$ cat src/rtl/pc_seq_ctrl.sv
// PC sequencing controller: turns branch, jump, load-use and memory-busy events into
// PC-select, stall and pipeline-flush controls, and keeps saturating performance counters.
module pc_seq_ctrl #(
    parameter int unsigned LU_STALL_CYCLES = 1,
    parameter int unsigned CNT_W           = 16
) (
    input  logic             Clk,
    input  logic             ReSet_n,
    input  logic             branch_req,
    input  logic             jump_req,
    input  logic             load_use,
    input  logic             mem_busy,
    output logic             PcSel,
    output logic             dojump,
    output logic             do_stall,
    output logic             flush_ifid,
    output logic             flush_idex,
    output logic [CNT_W-1:0] redirect_cnt,
    output logic [CNT_W-1:0] stall_cnt
);

    typedef enum logic [1:0] {
        StRun     = 2'd0,
        StLuStall = 2'd1,
        StMemWait = 2'd2,
        StFlush   = 2'd3
    } state_e;

    localparam logic [2:0] BubbleLoad = 3'(LU_STALL_CYCLES - 1);

    state_e           state_q, state_d;
    logic [2:0]       bub_q, bub_d;
    logic             pend_br_q, pend_br_d;
    logic             pend_j_q, pend_j_d;
    logic [CNT_W-1:0] redirect_cnt_q, stall_cnt_q;

    logic pc_sel_c, dojump_c, stall_c, flush_ifid_c, flush_idex_c;
    logic br_eff, j_eff, lu_eff, run_like, take_br;

    // Next-state and same-cycle control decode; mem_busy overrides everything.
    always_comb begin
        pc_sel_c     = 1'b0;
        dojump_c     = 1'b0;
        stall_c      = 1'b0;
        flush_ifid_c = 1'b0;
        flush_idex_c = 1'b0;
        state_d      = state_q;
        bub_d        = bub_q;
        pend_br_d    = pend_br_q;
        pend_j_d     = pend_j_q;
        br_eff       = branch_req;
        j_eff        = jump_req;
        lu_eff       = load_use;
        run_like     = 1'b0;
        take_br      = 1'b0;

        if (mem_busy) begin
            stall_c = 1'b1;
            state_d = StMemWait;
            bub_d   = '0;
            // Remember redirects seen while frozen; a branch supersedes a jump.
            if (state_q == StMemWait) begin
                pend_br_d = pend_br_q | branch_req;
                pend_j_d  = (pend_j_q | jump_req) & ~pend_br_d;
            end
        end else begin
            case (state_q)
                StRun: run_like = 1'b1;
                StMemWait: begin
                    run_like  = 1'b1;
                    br_eff    = branch_req | pend_br_q;
                    j_eff     = jump_req | pend_j_q;
                    pend_br_d = 1'b0;
                    pend_j_d  = 1'b0;
                end
                StLuStall: begin
                    if (branch_req) begin
                        take_br = 1'b1;
                    end else begin
                        stall_c      = 1'b1;
                        flush_idex_c = 1'b1;
                        bub_d        = bub_q - 3'd1;
                        state_d      = (bub_q == 3'd1) ? StRun : StLuStall;
                    end
                end
                StFlush: begin
                    if (branch_req) take_br = 1'b1;
                    else            state_d = StRun;
                end
                default: state_d = StRun;
            endcase

            if (run_like) begin
                if (br_eff) begin
                    take_br = 1'b1;
                end else if (j_eff) begin
                    dojump_c     = 1'b1;
                    flush_ifid_c = 1'b1;
                    state_d      = StRun;
                end else if (lu_eff) begin
                    stall_c      = 1'b1;
                    flush_idex_c = 1'b1;
                    bub_d        = BubbleLoad;
                    state_d      = (LU_STALL_CYCLES > 1) ? StLuStall : StRun;
                end else begin
                    state_d = StRun;
                end
            end

            // A taken branch squashes the wrong path, including any pending bubbles.
            if (take_br) begin
                pc_sel_c     = 1'b1;
                flush_ifid_c = 1'b1;
                flush_idex_c = 1'b1;
                bub_d        = '0;
                state_d      = StFlush;
            end
        end
    end

    // Sequencer state, bubble counter and pending-redirect flags.
    always_ff @(posedge Clk or negedge ReSet_n) begin
        if (!ReSet_n) begin
            state_q   <= StRun;
            bub_q     <= '0;
            pend_br_q <= 1'b0;
            pend_j_q  <= 1'b0;
        end else begin
            state_q   <= state_d;
            bub_q     <= bub_d;
            pend_br_q <= pend_br_d;
            pend_j_q  <= pend_j_d;
        end
    end

    // Saturating performance counters.
    always_ff @(posedge Clk or negedge ReSet_n) begin
        if (!ReSet_n) begin
            redirect_cnt_q <= '0;
            stall_cnt_q    <= '0;
        end else begin
            if ((pc_sel_c || dojump_c) && (redirect_cnt_q != '1)) begin
                redirect_cnt_q <= redirect_cnt_q + CNT_W'(1);
            end
            if (stall_c && (stall_cnt_q != '1)) begin
                stall_cnt_q <= stall_cnt_q + CNT_W'(1);
            end
        end
    end

    // Outputs are combinational, so reset must also mask them directly.
    assign PcSel        = pc_sel_c & ReSet_n;
    assign dojump       = dojump_c & ReSet_n;
    assign do_stall     = stall_c & ReSet_n;
    assign flush_ifid   = flush_ifid_c & ReSet_n;
    assign flush_idex   = flush_idex_c & ReSet_n;
    assign redirect_cnt = redirect_cnt_q;
    assign stall_cnt    = stall_cnt_q;

endmodule

$ cat config.mk
export PLATFORM = sky130hd
export DESIGN_NAME = pc_seq_ctrl
export DESIGN_NICKNAME = d
export VERILOG_FILES = /design/src/rtl/pc_seq_ctrl.sv
export SDC_FILE = /design/constraint.sdc
export NUM_CORES = 1
export LEC_CHECK = 0
export BUFFER_PORTS_ARGS = -buffer_cell sky130_fd_sc_hd__buf_2
export CAP_MARGIN = 20
export CORE_MARGIN = 3
export CORE_UTILIZATION = 50
export CTS_BUF_LIST = sky130_fd_sc_hd__clkbuf_4 sky130_fd_sc_hd__clkbuf_8
export CTS_CLUSTER_DIAMETER = 80
export DETAILED_ROUTE_END_ITERATION = 10
export GPL_TIMING_DRIVEN = 1
export PLACE_DENSITY = 0.78
export SLEW_MARGIN = 20
export SYNTH_ARGS = -nofsm -noshare
export SYNTH_HDL_FRONTEND = slang
export SYNTH_SLANG_ARGS = --single-unit
$ cat constraint.sdc
create_clock -name Clk -period 1.98 [get_ports Clk]
set_input_delay 0.198 -clock Clk [delete_from_list [all_inputs] [get_ports Clk]]
set_output_delay 0.198 -clock Clk [all_outputs]
set_load 0.01 [all_outputs]
Word-level counts from Yosys, hierarchy flattened
Cells that the tools add are included.
- bits of input ports: 6
- bits in registers: 39
- logic and storage cells: 79
- bitwise logic cells: 9
- muxes and demuxes: 49
- eq/ne operators: 6
- reductions and logical operators: 6
- add/subtract/negate cells: 3
- operators with widths (kind ; count):
    $mux W1 ; 34
    $add A16 B1 Y16 const B ; 2
    $ne A16 B16 Y1 const B ; 2
    $mux W3 ; 8
    $mux W2 ; 6
    $and A1 B1 Y1 ; 6
    $eq A2 B2 Y1 const B ; 2
    $pmux W2 S2 ; 1
    $reduce_or A2 Y1 ; 2
    $eq A3 B1 Y1 const B ; 1
    $sub A3 B1 Y3 const B ; 1
    $eq A2 B1 Y1 const B ; 1
    $logic_and A1 B1 Y1 ; 2
    $logic_not A2 Y1 ; 1
    $or A1 B1 Y1 ; 2
    $logic_or A1 B1 Y1 ; 1
    $not A1 Y1 ; 1

Longest topological paths before layout
Gate-level depths: netlist (run 1).
- depth in word-level cells: 10
- depth in mapped cells: 7

Worst setup path after synthesis (run 1)
OpenSTA, ideal clock, no wires.
- path kind: register -> register
- start: reg stall_cnt_q[4] (netlist: stall_cnt[4])
- end: reg stall_cnt_q[1] (netlist: stall_cnt[1])
- data arrival time: 1.956 ns
- required time: 1.855 ns
- cell stages (with the launch flop): 6
- clock period less this slack: 2.081 ns
- setup slack: -0.101 ns
- cells stage by stage: dfrtp_1 -> nand3_2 -> or4_4 -> o32ai_4 -> buf_6 -> mux2_2
- longest elaborated chain between the ends: 2
- RTL lines (item ; line ; text):
    start, declared ; 35 ; logic [CNT_W-1:0] redirect_cnt_q, stall_cnt_q;
    start signal, assigned ; 146 ; stall_cnt_q <= stall_cnt_q + CNT_W'(1);
    $ne A16 B16 Y1 ; 145 ; if (stall_c && (stall_cnt_q != '1)) begin
    $logic_and A1 B1 Y1 ; 145 ;
No other way between the ends.
A chain may end at the register's enable or synchronous reset.

Final worst setup path (run 1)
- start: reg stall_cnt_q[8] (netlist: stall_cnt[8])
- end: reg stall_cnt_q[9] (netlist: stall_cnt[9])
- longest elaborated chain between the ends: 2
- RTL lines (item):
    branches (longest 2 deep; another with $add A16 B1 Y16)
Parallel ways; which one is timed is not known.

==> flow_metrics.env, run 1 <==
export IMPL_gr_total_overflow=0
export IMPL_grt_max_degree=21
export IMPL_clkTransAtPathRegs_ns=0.08
export IMPL_clockPowerShare=0.268
export IMPL_fmax_mhz=526
export IMPL_final_nets=259
export IMPL_antenna_found_initial=0
export IMPL_avgSynthCellArea_um2=10.6
export IMPL_tightest_slew_ns=0.306
export IMPL_postRouteAntennaNets=0
export IMPL_ios=43
export IMPL_slew_headroom=0.794
export IMPL_post_route_min_period_ns=1.90
export IMPL_place_area_mm2=0.00234
export IMPL_cts_sinks=39
export IMPL_synthArstFlopShare=1.00
export IMPL_synth_edf_count=0
export IMPL_status="finished clean"
export IMPL_synth_warnings=0
export IMPL_cts_buffers=5
export IMPL_synth_seq_area_share=0.502
export IMPL_vdd_drop_max_mv=1.09
export IMPL_leakagePower_nw=1.23
export IMPL_synth_distinct_cells=35
export IMPL_synth_simple_gate_area_frac=0.230
export IMPL_synthAdderAreaFrac=0.0257
export IMPL_area_growth_synth_to_final_pct=27.3
export IMPL_crit_required_ns=2.15
export IMPL_clockBufferDepth=2
export IMPL_gp_congestion=0.842
export IMPL_p_sw_frac=0.326
export IMPL_synthMuxAreaShare=0.0232
export IMPL_clkLatencyLatePin_ns=0.30
export IMPL_synthesis_nets=193
export IMPL_p_comb_frac=0.312
export IMPL_crit_type="reg2reg"
export IMPL_drv_cap=0
export IMPL_synthesis_area_mm2=0.00194
export IMPL_seqPwrFrac=0.420
export IMPL_start_util=0.523
export IMPL_hold_path_class="in2reg"
export IMPL_finalWirelength_um=4110
export IMPL_synth_seq_cells=39
export IMPL_antenna_cells=0
export IMPL_hold_viol=0
export IMPL_fin_area_mm2=0.00248
export IMPL_synth_compound_area_frac=0.0611
export IMPL_grt_first_pass_wirelength_um=6670
export IMPL_via_per_inst=5.21
export IMPL_final_cells=298
export IMPL_worstSetupEndpointType="register"
export IMPL_vias=1553
export IMPL_cts_tree="built"
export IMPL_die_area_mm2=0.00467
export IMPL_post_cts_setup_buffers=0
export IMPL_utilization=0.666
export IMPL_drive_gt1_frac=0.328
export IMPL_crit_arrival_ns=2.07
export IMPL_synth_top_family_by_area="simple AND/OR/NAND/NOR gates"
export IMPL_layout_common_cells="buf_2 (42), dfrtp_1 (37), buf_4 (18)"
export IMPL_skew_ns=0.00616
export IMPL_fillerInstances=292
export IMPL_clockRootBuffer="clkbuf_8"
export IMPL_final_common_cell="buf_2"
export IMPL_period_share=0.960
export IMPL_first_global_vias=1484
export IMPL_slew_viol_final=0
export IMPL_h_tree_depth=2
export IMPL_syn_inst=183
export IMPL_start_kind="register"
export IMPL_fp_dieW_um=68.4
export IMPL_p_int_mw=1.75
export IMPL_power_density_mw_per_mm2=1050
export IMPL_p_switching_uw=844
export IMPL_port_buffers=42
export IMPL_dp_hpwl_um=3060
export IMPL_drcViolationCount=0
export IMPL_cp_max_fo=5
export IMPL_grt_use_total=0.195
export IMPL_rsz0062_at_grt="yes"
export IMPL_rows=22
export IMPL_setup_viol=0
export IMPL_dpl_cell_count=289
export IMPL_synthXorXnorAreaFrac=0.135
export IMPL_die_h_um=68.4
export IMPL_yosys_most_used_dff="dfrtp_1"
export IMPL_detail_route_wl_per_cell_um=13.8
export IMPL_coreArea_mm2=0.00372
export IMPL_drt_pass1_iterations=4
export IMPL_drt_iter0_drc=60
## path summary, 6_finish.rpt
path | start | endpoint | slack (ns) | depth (start not counted)
min reg2reg | stall_cnt[13]$_DFFE_PN0P_ | stall_cnt[13]$_DFFE_PN0P_ | 0.50 | 1
max | stall_cnt[8]$_DFFE_PN0P_ | stall_cnt[9]$_DFFE_PN0P_ | 0.08 | 6
min in group asynchronous | ReSet_n | redirect_cnt[6]$_DFFE_PN0P_ | 0.46 | 3
min | mem_busy | state_q[0]$_DFF_PN0_ | 0.19 | 2
max reg2reg | stall_cnt[8]$_DFFE_PN0P_ | stall_cnt[9]$_DFFE_PN0P_ | 0.08 | 6
max in group asynchronous | ReSet_n | stall_cnt[6]$_DFFE_PN0P_ | 1.29 | 3
## sequential cells by signal, indices dropped and copies added (netlist names)
name	flops
redirect_cnt	16
stall_cnt	16
bub_q	3
state_q	2
pend_br_q	1
pend_j_q	1
## synth_stat cells (3+ instances only)
cell      number  area (µm²)
nand2_1       15        56.3
nand3_1        9        45.0
dfrtp_1       39         976
nor2b_1        3        18.8
a21oi_1        8        40.0
xor2_1        13         114
inv_1          8        30.0
xnor2_1       17         149
nor3_1         9        45.0
and3_1         4        25.0
nand4_1        7        43.8
nand2b_1       3        18.8
nand3b_1       3        22.5
ha_1           4        50.1
mux2_2         4        45.0
nor2_1        14        52.6
## routing by layer
layer | global-route usage | wire length [µm]
met1 | 0.230 | 1840
met3 | 0.0657 | 183
met2 | 0.324 | 2010
met5 | 0 | 0
met4 | 0.0794 | 79
## layout make-up
| class | count | area, µm² | share of cell area |
|---|---|---|---|
| Inverter | 8 | 30.0 | 0.0121 |
| Clock buffer | 6 | 82.6 | 0.0334 |
| Clock inverter | 2 | 35.0 | 0.0141 |
| Sequential cell | 39 | 978 | 0.395 |
| Multi-Input combinational cell | 134 | 935 | 0.377 |
| Tap cell | 48 | 60.1 | 0.0243 |
| Timing Repair Buffer | 61 | 355 | 0.144 |
## through the flow
stage	hold WS (ns)	TNS [ns]	power [mW]	setup slack, ns
floorplan	-0.0976	0	1.51	0.00157
global placement	0.240	0	1.89	0.137
detailed placement	0.240	0	1.92	0.0896
CTS	0.193	0	2.62	0.0709
global route	0.200	-0.0586	2.77	-0.0182
finish	0.193	0	2.59	0.0788
## power groups by stage
stage                     logic, mW  registers (mW)  clock network, mW
after global routing          0.903            1.11              0.751
after floorplan               0.324            1.19                  0
final                         0.808            1.09              0.695
after global placement        0.792            1.10                  0
after CTS                     0.823            1.09              0.705
after detailed placement      0.819            1.10                  0
## repair_timing
item | 4_1_cts | 5_1_grt
endpoints found under the setup margin | 0 | 5
hold endpoints to repair | 39 | 0
gates resized for setup | 0 | 1
hold buffers | 1 | 0
## logic make-up (layout without fill, tap and decap cells)
logic type | count (synthesis) | after routing
AND/OR/NAND/NOR | 81 | 81
flip-flops | 39 | 39
XOR/XNOR | 30 | 30
AO/OA/AOI/OAI | 15 | 15
buffers and inverters | 10 | 77
adder cells (fa/ha/maj) | 4 | 4
multiplexers | 4 | 4
## worst max-delay path, cell delays in order (launching register included)
cell     delay, ns
dfrtp_1       0.39
nand3_2       0.13
or4_4         0.57
o32ai_4       0.29
buf_4         0.20
nor4_1        0.06
xor2_1        0.14
Power figures use the tool's default switching activity.
==> inputs of run 2 (changes only) <==
--- a/config.mk
+++ b/config.mk
@@ -13,7 +13,7 @@
 export CTS_CLUSTER_DIAMETER = 80
 export DETAILED_ROUTE_END_ITERATION = 10
 export GPL_TIMING_DRIVEN = 1
-export PLACE_DENSITY = 0.78
+export PLACE_DENSITY = 0.82
 export SLEW_MARGIN = 20
 export SYNTH_ARGS = -nofsm -noshare
 export SYNTH_HDL_FRONTEND = slang
==> constraint.sdc (replaced) <==
create_clock -name Clk -period 1.98 [get_ports Clk]
set_input_delay 0.396 -clock Clk [delete_from_list [all_inputs] [get_ports Clk]]
set_output_delay 0.396 -clock Clk [all_outputs]
set_load 0.01 [all_outputs]
==> flow_metrics.env, run 2 (synthesized netlist as in run 1, its figures left out) <==
export IMPL_status="finished clean"
export IMPL_crit_chain="nand3_2, or4_4, o32ai_4, buf_12, mux2_4"
export IMPL_vias=1573
export IMPL_fmax_mhz=527
export IMPL_grt_first_pass_wirelength_um=6540
export IMPL_port_buffers=42
export IMPL_worst_hold_slack_ns=0.0922
export IMPL_drcViolationCount=0
export IMPL_rows=22
export IMPL_h_tree_depth=2
export IMPL_area_growth_synth_to_final_pct=28.7
export IMPL_cts_tree="built"
export IMPL_clkTransAtPathRegs_ns=0.08
export IMPL_final_common_cell="buf_2"
export IMPL_start_kind="register"
export IMPL_drt_pass1_iterations=4
export IMPL_dp_hpwl_um=3030
export IMPL_critPathBufInv=1
export IMPL_drive_gt1_frac=0.347
export IMPL_skew_ns=0.00586
export IMPL_layout_common_cells="buf_2 (42), dfrtp_1 (36), buf_4 (19)"
export IMPL_period_share=0.959
export IMPL_cts_buffers=5
export IMPL_die_h_um=68.4
export IMPL_place_ws_ns=0.0738
export IMPL_place_area_mm2=0.00236
export IMPL_cts_sinks=39
export IMPL_clkLatencyLatePin_ns=0.29
export IMPL_antenna_found_initial=0
export IMPL_start_util=0.523
export IMPL_crit_type="reg2reg"
export IMPL_final_nets=260
export IMPL_post_route_min_period_ns=1.90
export IMPL_crit_required_ns=2.16
export IMPL_drv_cap=0
export IMPL_coreArea_mm2=0.00372
export IMPL_tightest_slew_ns=0.411
export IMPL_fin_area_mm2=0.00250
export IMPL_finalWirelength_um=4200
export IMPL_cp_max_fo=14
export IMPL_gr_total_overflow=0
export IMPL_grt_use_total=0.194
export IMPL_via_per_inst=5.26
export IMPL_slowest_stage="or4_4"
export IMPL_fp_dieW_um=68.4
export IMPL_hold_path_class="in2async"
export IMPL_power_density_mw_per_mm2=1040
export IMPL_rsz0062_at_grt="no"
export IMPL_slew_headroom=0.724
export IMPL_setup_viol=0
export IMPL_die_area_mm2=0.00467
export IMPL_critPathTopFamily="simple AND/OR/NAND/NOR gates"
export IMPL_setup_tns_ns=0
export IMPL_hold_viol=0
export IMPL_finalPower_mw=2.61
export IMPL_critical_path_max_stage_delay_ns=0.56
export IMPL_clockRootBuffer="clkbuf_8"
export IMPL_hold_buffers=0
export IMPL_crit_arrival_ns=2.08
export IMPL_ios=43
export IMPL_slew_viol_final=0
export IMPL_antenna_cells=0
export IMPL_postRouteAntennaNets=0
export IMPL_vdd_drop_max_mv=0.656
export IMPL_final_cells=299
export IMPL_clockBufferDepth=2
export IMPL_dpl_cell_count=290
export IMPL_utilization=0.673
export IMPL_setup_ws_ns=0.0818
export IMPL_leakagePower_nw=1.24
export IMPL_drt_iter0_drc=92
export IMPL_grt_max_degree=27
export IMPL_first_global_vias=1400
export IMPL_gp_congestion=0.770
export IMPL_worstSetupEndpointType="register"
export IMPL_detail_route_wl_per_cell_um=14.0
run 2: cell types whose count changed in the layout (fill, tap and decap cells not counted), sizes merged:
cell and delta:
buf +2, dlygate4sd3 -1
run 2: cell type report:
class | count | area [µm²]
Clock buffer | 6 | 82.6
Timing Repair Buffer | 62 | 373
Clock inverter | 2 | 35.0
Tap cell | 48 | 60.1
Multi-Input combinational cell | 134 | 942
Inverter | 8 | 30.0
Sequential cell | 39 | 980
Fill cell | 297 | 1210
run 2: worst paths after layout:
kind / from / endpoint / slack [ns] / cells after the start
setup reg to reg: stall_cnt[8]$_DFFE_PN0P_ / stall_cnt[1]$_DFFE_PN0P_ / 0.08 / 5
setup / recovery: stall_cnt[8]$_DFFE_PN0P_ / stall_cnt[1]$_DFFE_PN0P_ / 0.08 / 5
hold / removal: ReSet_n / stall_cnt[6]$_DFFE_PN0P_ / 0.09 / 2
max in group asynchronous: ReSet_n / state_q[0]$_DFF_PN0_ / 1.57 / 2
min in group Clk: mem_busy / state_q[0]$_DFF_PN0_ / 0.38 / 2
hold reg to reg: redirect_cnt[9]$_DFFE_PN0P_ / redirect_cnt[9]$_DFFE_PN0P_ / 0.50 / 1
run 2: what timing repair did:
| item | CTS | global route |
|---|---|---|
| pin swaps | 0 | 1 |
| resized for setup | 1 | 5 |
| endpoints found under the setup margin | 1 | 3 |
| setup buffers | 0 | 1 |
run 2: report_power, final:
part / switching [mW] / total [mW] / internal [mW] / leakage, nW
clock network: 0.276 / 0.684 / 0.408 / 0.0612
registers: 0.141 / 1.09 / 0.951 / 0.503
logic: 0.426 / 0.830 / 0.404 / 0.680
total: 0.843 / 2.61 / 1.76 / 1.24
run 2: routing by layer:
metal / track usage / share of wire
met5: 0 / 0
met4: 0.0769 / 0.017
met3: 0.0525 / 0.055
met2: 0.313 / 0.50
met1: 0.247 / 0.43
